--- src/rtl/window_hash_pkg.sv ---
// window_hash_pkg: shared hash types and the per-byte update step.
// Hash values are carried in a 32-bit container; callers pass the live width.
package window_hash_pkg;

    localparam int HASH_MAX_W = 32;
    localparam int ROT_AMT    = 3;

    typedef logic [HASH_MAX_W-1:0] hash_t;

    function automatic hash_t hash_mask(input int w);
        if (w >= HASH_MAX_W) return '1;
        return (hash_t'(1) << w) - hash_t'(1);
    endfunction

    function automatic hash_t rotl(input hash_t h, input int n, input int w);
        hash_t x;
        x = h & hash_mask(w);
        return ((x << n) | (x >> (w - n))) & hash_mask(w);
    endfunction

    function automatic hash_t hash_step(input hash_t h, input logic [7:0] b,
                                        input int w);
        return rotl(h, ROT_AMT, w) ^ hash_t'(b);
    endfunction

endpackage

--- src/rtl/window_hash_lane.sv ---
// window_hash_lane: folds window bytes [LO, HI) into a running hash.
// Bytes at or beyond the lane length leave the hash untouched.
module window_hash_lane
    import window_hash_pkg::*;
#(
    parameter int HASH_W = 12,
    parameter int LEN_W  = 6,
    parameter int LO     = 0,
    parameter int HI     = 10
) (
    input  logic [(HI-LO)*8-1:0] bytes_i,
    input  logic [HASH_W-1:0]    h_i,
    input  logic [LEN_W-1:0]     len_i,
    output logic [HASH_W-1:0]    h_o
);

    // unrolled byte chain, each step gated by the lane length
    always_comb begin
        h_o = h_i;
        for (int k = LO; k < HI; k++) begin
            if (k < int'(len_i)) begin
                h_o = HASH_W'(hash_step(hash_t'(h_o),
                                        bytes_i[(k-LO)*8 +: 8], HASH_W));
            end
        end
    end

endmodule

--- src/rtl/window_hash.sv ---
// window_hash: two-stage elastic per-lane window hasher.
// Define WINDOW_HASH_FULL_ONLY_EN to hash only lanes holding a full window.
module window_hash
    import window_hash_pkg::*;
#(
    parameter int          SYMBOLS       = 8,
    parameter int          WINDOW_SIZE   = 20,
    parameter int          WINDOW_SIZE_W = (WINDOW_SIZE == 1) ? 1
                                         : $clog2(WINDOW_SIZE),
    parameter int          HASH_W        = 12,
    parameter logic [31:0] SEED          = 32'h5A5
) (
    input  logic                                 clk_i,
    input  logic                                 arst_n_i,
    input  logic [SYMBOLS*WINDOW_SIZE*8-1:0]     windows_data_i,
    input  logic [SYMBOLS*(WINDOW_SIZE_W+1)-1:0] windows_data_valid_bytes_i,
    output logic                                 windows_data_ready_o,
    output logic [SYMBOLS*HASH_W-1:0]            hash_o,
    output logic [SYMBOLS-1:0]                   hash_lane_valid_o,
    output logic                                 hash_valid_o,
    input  logic                                 hash_ready_i
);

    localparam int LEN_W    = WINDOW_SIZE_W + 1;
    localparam int SPLIT    = (WINDOW_SIZE + 1) / 2;
    localparam int WIN_BITS = WINDOW_SIZE * 8;
    localparam int LO_BITS  = SPLIT * 8;
    localparam int HI_BITS  = (WINDOW_SIZE - SPLIT) * 8;
    localparam logic [HASH_W-1:0] HSEED = SEED[HASH_W-1:0];

    logic [SYMBOLS-1:0] lane_ok;
    logic               s1_adv;
    logic               s2_adv;
    logic               load;

    logic               s1_full;
    logic [SYMBOLS-1:0] s1_mask;
    logic [HASH_W-1:0]  s1_h   [SYMBOLS];
    logic [HI_BITS-1:0] s1_hi  [SYMBOLS];
    logic [LEN_W-1:0]   s1_len [SYMBOLS];

    logic [HASH_W-1:0]  h1 [SYMBOLS];
    logic [HASH_W-1:0]  h2 [SYMBOLS];

    for (genvar g = 0; g < SYMBOLS; g++) begin : g_lane
        logic [LEN_W-1:0] len_in;
        assign len_in = windows_data_valid_bytes_i[g*LEN_W +: LEN_W];

`ifdef WINDOW_HASH_FULL_ONLY_EN
        assign lane_ok[g] = (len_in == LEN_W'(WINDOW_SIZE));
`else
        assign lane_ok[g] = (len_in != '0);
`endif

        window_hash_lane #(
            .HASH_W (HASH_W),
            .LEN_W  (LEN_W),
            .LO     (0),
            .HI     (SPLIT)
        ) u_lo (
            .bytes_i (windows_data_i[g*WIN_BITS +: LO_BITS]),
            .h_i     (HSEED),
            .len_i   (len_in),
            .h_o     (h1[g])
        );

        window_hash_lane #(
            .HASH_W (HASH_W),
            .LEN_W  (LEN_W),
            .LO     (SPLIT),
            .HI     (WINDOW_SIZE)
        ) u_hi (
            .bytes_i (s1_hi[g]),
            .h_i     (s1_h[g]),
            .len_i   (s1_len[g]),
            .h_o     (h2[g])
        );

        a_len_legal : assert property (
            @(posedge clk_i) disable iff (!arst_n_i)
            len_in <= LEN_W'(WINDOW_SIZE)
        );
    end

    assign s2_adv               = !hash_valid_o || hash_ready_i;
    assign s1_adv               = !s1_full || s2_adv;
    assign windows_data_ready_o = s1_adv;
    assign load                 = s1_adv && (|lane_ok);
    assign hash_valid_o         = |hash_lane_valid_o;

    // occupancy: an empty output mask doubles as "stage 2 empty"
    always_ff @(posedge clk_i or negedge arst_n_i) begin
        if (!arst_n_i) begin
            s1_full           <= 1'b0;
            hash_lane_valid_o <= '0;
        end else begin
            if (s1_adv) begin
                s1_full <= |lane_ok;
            end
            if (s2_adv) begin
                hash_lane_valid_o <= s1_full ? s1_mask : '0;
            end
        end
    end

    // stage 1 payload: partial hash, upper bytes and length per lane
    always_ff @(posedge clk_i) begin
        if (load) begin
            s1_mask <= lane_ok;
            for (int i = 0; i < SYMBOLS; i++) begin
                s1_h[i]   <= h1[i];
                s1_hi[i]  <= windows_data_i[i*WIN_BITS+LO_BITS +: HI_BITS];
                s1_len[i] <= windows_data_valid_bytes_i[i*LEN_W +: LEN_W];
            end
        end
    end

    // stage 2: finish the upper bytes, fold in length; idle lanes read 0
    always_ff @(posedge clk_i or negedge arst_n_i) begin
        if (!arst_n_i) begin
            hash_o <= '0;
        end else if (s2_adv && s1_full) begin
            for (int i = 0; i < SYMBOLS; i++) begin
                hash_o[i*HASH_W +: HASH_W] <=
                    s1_mask[i] ? (h2[i] ^ HASH_W'(s1_len[i])) : '0;
            end
        end
    end

endmodule

--- config.mk ---
export PLATFORM = sky130hd
export DESIGN_NAME = window_hash
export DESIGN_NICKNAME = d
export VERILOG_FILES = /design/src/rtl/window_hash_pkg.sv /design/src/rtl/window_hash_lane.sv /design/src/rtl/window_hash.sv
export SDC_FILE = /design/constraint.sdc
export NUM_CORES = 2
export LEC_CHECK = 0
export ABC_CLOCK_PERIOD_IN_PS = 64700
export CORE_AREA = 2 2 565 567
export CTS_CLUSTER_DIAMETER = 80
export DETAILED_ROUTE_END_ITERATION = 10
export DIE_AREA = 0 0 567 569
export PLACE_DENSITY = 0.48
export RECOVER_POWER = 100
export SETUP_SLACK_MARGIN = 0.02
export SLEW_MARGIN = 10
export SYNTH_ARGS = -nofsm -noshare
export SYNTH_HDL_FRONTEND = slang
export SYNTH_SLANG_ARGS = --single-unit
--- constraint.sdc ---
create_clock -name clk_i -period 64.7 [get_ports clk_i]
set_input_delay 12.94 -clock clk_i [delete_from_list [all_inputs] [get_ports clk_i]]
set_output_delay 12.94 -clock clk_i [all_outputs]
set_load 0.02 [all_outputs]
# Word-level counts from Yosys, hierarchy flattened
# Memory sizes are Yosys's and may differ from the RTL's.
# Cells that the tools add are included.
# W data, S select, Z words.
# totals
register_bits,113
ram_bits,784
in_bits,1331
elab_cells,674
n_memories,3
# op_classes
n_lt_le_gt_ge,160
n_mux,171
bitwise,320
reduce_logical,16
# memory_table
memory,words,word_bits,rd,rd_clocked_by_memory_dff,write_ports,line,rtl
s1_hi,8,80,8,0,8,window_hash.sv:39,logic [HI_BITS-1:0] s1_hi [SYMBOLS];
s1_h,8,12,8,0,8,window_hash.sv:38,logic [HASH_W-1:0] s1_h [SYMBOLS];
s1_len,8,6,8,0,8,window_hash.sv:40,logic [LEN_W-1:0] s1_len [SYMBOLS];
# ops
op,n
$mux W12,168
$or A12 B3 Y12,152
$xor A12 B8 Y12,152
$lt A4 B6 Y1 const A,64
$lt A3 B6 Y1 const A,32
$lt A5 B6 Y1 const A,32
$lt A1 B6 Y1 const A,16
$lt A2 B6 Y1 const A,16
$xor A12 B6 Y12,8
$not A3 Y6,8
$reduce_bool A6 Y1,8
$reduce_or A8 Y1,2
$mux W8,1
$logic_and A1 B1 Y1,2
$logic_not A1 Y1,2
$logic_or A1 B1 Y1,2
$mux W1,2

# Depth between registers and ports, before layout
# An unclocked memory read counts as a cell.
# depth
word_depth,33
ltp_mapped,16
mapped_depth_nobuf,14

# Modules after synthesis
# A second synthesis with hierarchy kept.
# unflattened
cells_unflattened,8098
area_unflattened_um2,76722.3
# modules_own_cells
mod,n_inst,cells_each,area_each_um2,seq_area_each_um2
window_hash,1,1321,28635.0,26410.3
window_hash_lane at g_lane[0].u_hi ...,8,420,2954.1,0.0
window_hash_lane at g_lane[1].u_lo ...,7,424,3055.4,0.0
window_hash_lane at g_lane[0].u_lo,1,449,3066.7,0.0

# Worst setup path after synthesis
# OpenSTA, ideal clock, no wires.
# synth_timing
kind,input -> register
from,in windows_data_valid_bytes_i[10]
to,"mem s1_h[0][0], enable pin"
arrival_ps,52116
t_required_ps,62480
path_slack_ps,10364
stages,9
n_path_buf,3
cell_sequence,or4_1 clkbuf_1 buf_1 clkbuf_1 or3_1 nor3_1 nand4_1 nor4_1 a21oi_1
# synth_rtl
element,line,rtl
from (decl),window_hash.sv:16,"input logic [SYMBOLS*(WINDOW_SIZE_W+1)-1:0] windows_data_valid_bytes_i,"
to (decl),window_hash.sv:38,

==> reports/metrics.yaml <==
synth.most_common_cell: "edfxtp_1"
finalMaxSlewViolations: 1151
p_leak_nw: 31.8
rows: 207
tightest_slew_ns: 8.87
drv_cap: 20
grt_pass1_vias: 58700
hold_path_class: "flip-flop to flip-flop"
grt_max_degree: 163
die_area_sq_um: 323000
ys_types: 112
grt_overflow: 0
cts_repair_resize_count: 0
wl_per_cell_um: 28.5
slowest_stage: "clkbuf_1"
relSlewSlack_pct: -491
synth_top_family_by_area: "compound AO/OA/AOI/OAI gates"
tritoncts: "yes"
netlist_area_sq_um: 64600
crit_arrival_ns: 28.88
drtPass1Iterations: 6
min_period_over_period_pct: 44.0
post-route-util_pct: 27.9
synth-compound-area-share_pct: 19.1
synth-xor-area-share_pct: 18.9
setup_viol: 0
cp_num_buf_inv: 5
io_pins: 1437
synth_ff_type: "edfxtp_1"
vias: 61700
ys_warn_count: 0
critPathMaxStageDelay_ns: 5.37
synthAdderAreaFrac_pct: 0
clk_latency_ns: 0.87
cp_top_family: "buffers and inverters"
end_kind: "flip-flop"
clock_skew_ns: 0.0587
worstPathRequired_ns: 65.08
drc: 0
cts_buffer_depth: 4
fillers: 33400
synthTopCellsByCount: "edfxtp_1, nand2_1, xnor2_1"
grt_pass1_wl_um: 485000
place_hpwl_um: 296000
clkSinkCount: 897
htreeDepth: 3
synth-simple-area-share_pct: 14.4
final_net_count: 9266
ant_nets: 0
fmax_mhz: 35.1
worstPathCellList: "dlygate4sd3_1 > or4_1 > clkbuf_1 > or3_1 > nor3_1 > nand4_1 > nor4_1 > a21oi_1 > clkbuf_1 > clkbuf_1 > clkbuf_1"
start_util_pct: 20.4
synth_area_leaders: "edfxtp_1, xnor2_1, xor2_1"
drive_gt1_share_pct: 5.25
place_ws_ns: 36.53
post_cts_buffers: 0
p_per_area_nw_per_um2: 26.2
clk_pin_slew_ns: 0.06
syn_avg_cell_area_sq_um: 9.75
post_dp_cell_area_sq_um: 83600
ir_drop_v: 0.0000219
crit_top_cell: "clkbuf_1"
gp_congestion: 0.958
coreArea_sq_um: 317000
root_buffer: "clkbuf_16"
cts_inserted_buffers: 125
hold_violations: 0
crit_fanout: 134
antenna_found_initial: 378
synth_edf_count: 792
critPathLaunchType: "primary input"
die_width_um: 567
synth_fp_nets: 7957
status: "finished, violations left"
timing.final.ws_setup_ns: 36.21
violations: "max-capacitance violations, max-slew violations"
cts_hold_buf: 0
grt_usage_pct: 21.1
synthMuxAreaShare_pct: 4.25
min_period_ns: 28.49
fp.dieH_um: 569
ys_seq_area_share_pct: 40.9
synthCells: 6626
io_buffers: 1436
rsz0062_at_grt: "no"
synth-seq-cells: 897
tns_ns: 0
async_reset_ff_share_pct: 11.7
synthToLayoutAreaGrowth_pct: 36.9
drtIter0Drc: 6415
vias_per_cell: 4.92
yosys.area.top_type: "edfxtp_1"
wirelength_um: 357000
final_area_sq_um: 88500
yosysTopAreaCellShare_pct: 36.8
hold-worst-slack_ns: 0.461
critPathKind: "primary input to flip-flop"
## worst min-delay path: cells and delay by family, from the launching register on
kind,cells,cell delay [ns]
flip-flops,1,0.33
AND/OR/NAND/NOR,2,0.10
## report_power, final
group	switching [W]	internal (W)	total, W
sequential	0.0000586	0.000702	0.000760
clock	0.000287	0.000428	0.000714
combinational	0.000492	0.000356	0.000848
## registers in the layout, summed over array words and instances (netlist names)
signal / flops
s1_h: 96
s1_len: 48
s1_mask: 8
s1_full: 1
hash_o: 96
s1_hi: 640
hash_lane_valid_o: 8
## placed cells by master, fill, tap and decap left out, drive strengths merged, types with 32 or more instances in the layout
cell and n:
edfxtp 792, dlygate4sd3 789, nand2 685, clkdlybuf4s50 646, xnor2 643, nor2 526
xor2 487, o21ai 461, a21oi 428, diode 312, mux2i 216, clkbuf 191
nand3 161, a211oi 140, o211ai 122, nor3 121, dfrtp 105, a31oi 83
xnor3 71, inv 70, o22ai 67, and2 62, or3 61, buf 58
and3 55, mux2 52, a21o 49, or2 47, a22oi 46, o31ai 42
o221ai 42, nor4 41, clkinv 39, a211o 38, nand2b 37, nand4 35
a221oi 34, or4 33, o21a 32
## worst paths after layout
| check | from | to | slack [ns] | depth (start not counted) |
|---|---|---|---|---|
| worst min register to register | hash_o[34] | hash_o[34] | 0.46 | 2 |
| worst max-delay path | windows_data_valid_bytes_i[8] | s1_hi[1][273] | 36.21 | 11 |
| worst min-delay path | hash_o[34] | hash_o[34] | 0.46 | 2 |
| max in group asynchronous | arst_n_i | hash_o[24] | 46.57 | 2 |
| min in group asynchronous | arst_n_i | hash_o[64] | 13.41 | 1 |
| worst max register to register | hash_lane_valid_o[5] | s1_hi[1][273] | 50.19 | 7 |
## logic make-up after synthesis
| family | count (synthesis) |
|---|---|
| AND/OR/NAND/NOR | 1969 |
| AO/OA/AOI/OAI | 1864 |
| flip-flops | 897 |
| multiplexers | 268 |
| XOR/XNOR | 1232 |
| buffers and inverters | 396 |
## per-stage QoR
step,cells,power [W]
floorplan,6626,0.00129
global placement,12000,0.00162
detailed placement,12000,0.00162
CTS,12200,0.00236
global route,12400,0.00244
finish,12500,0.00232
## per-layer routing
layer	track usage, %	up-vias	wire (um)
met4	6.78	134	12900
met5	0	-	848
met1	28.0	30100	155000
li1	-	27700	-
met2	33.5	3077	160000
met3	5.05	717	27800
## layout make-up
type	count	area (sq um)	area share, %
multi-input combinational	5333	36700	41.5
sequential	897	26400	29.8
timing repair buffer	1525	14900	16.9
tap	4180	5230	5.91
clock buffer	159	3460	3.91
antenna	312	781	0.882
clock inverter	71	777	0.878
inverter	53	199	0.225
(Power assumes the default switching activity.)
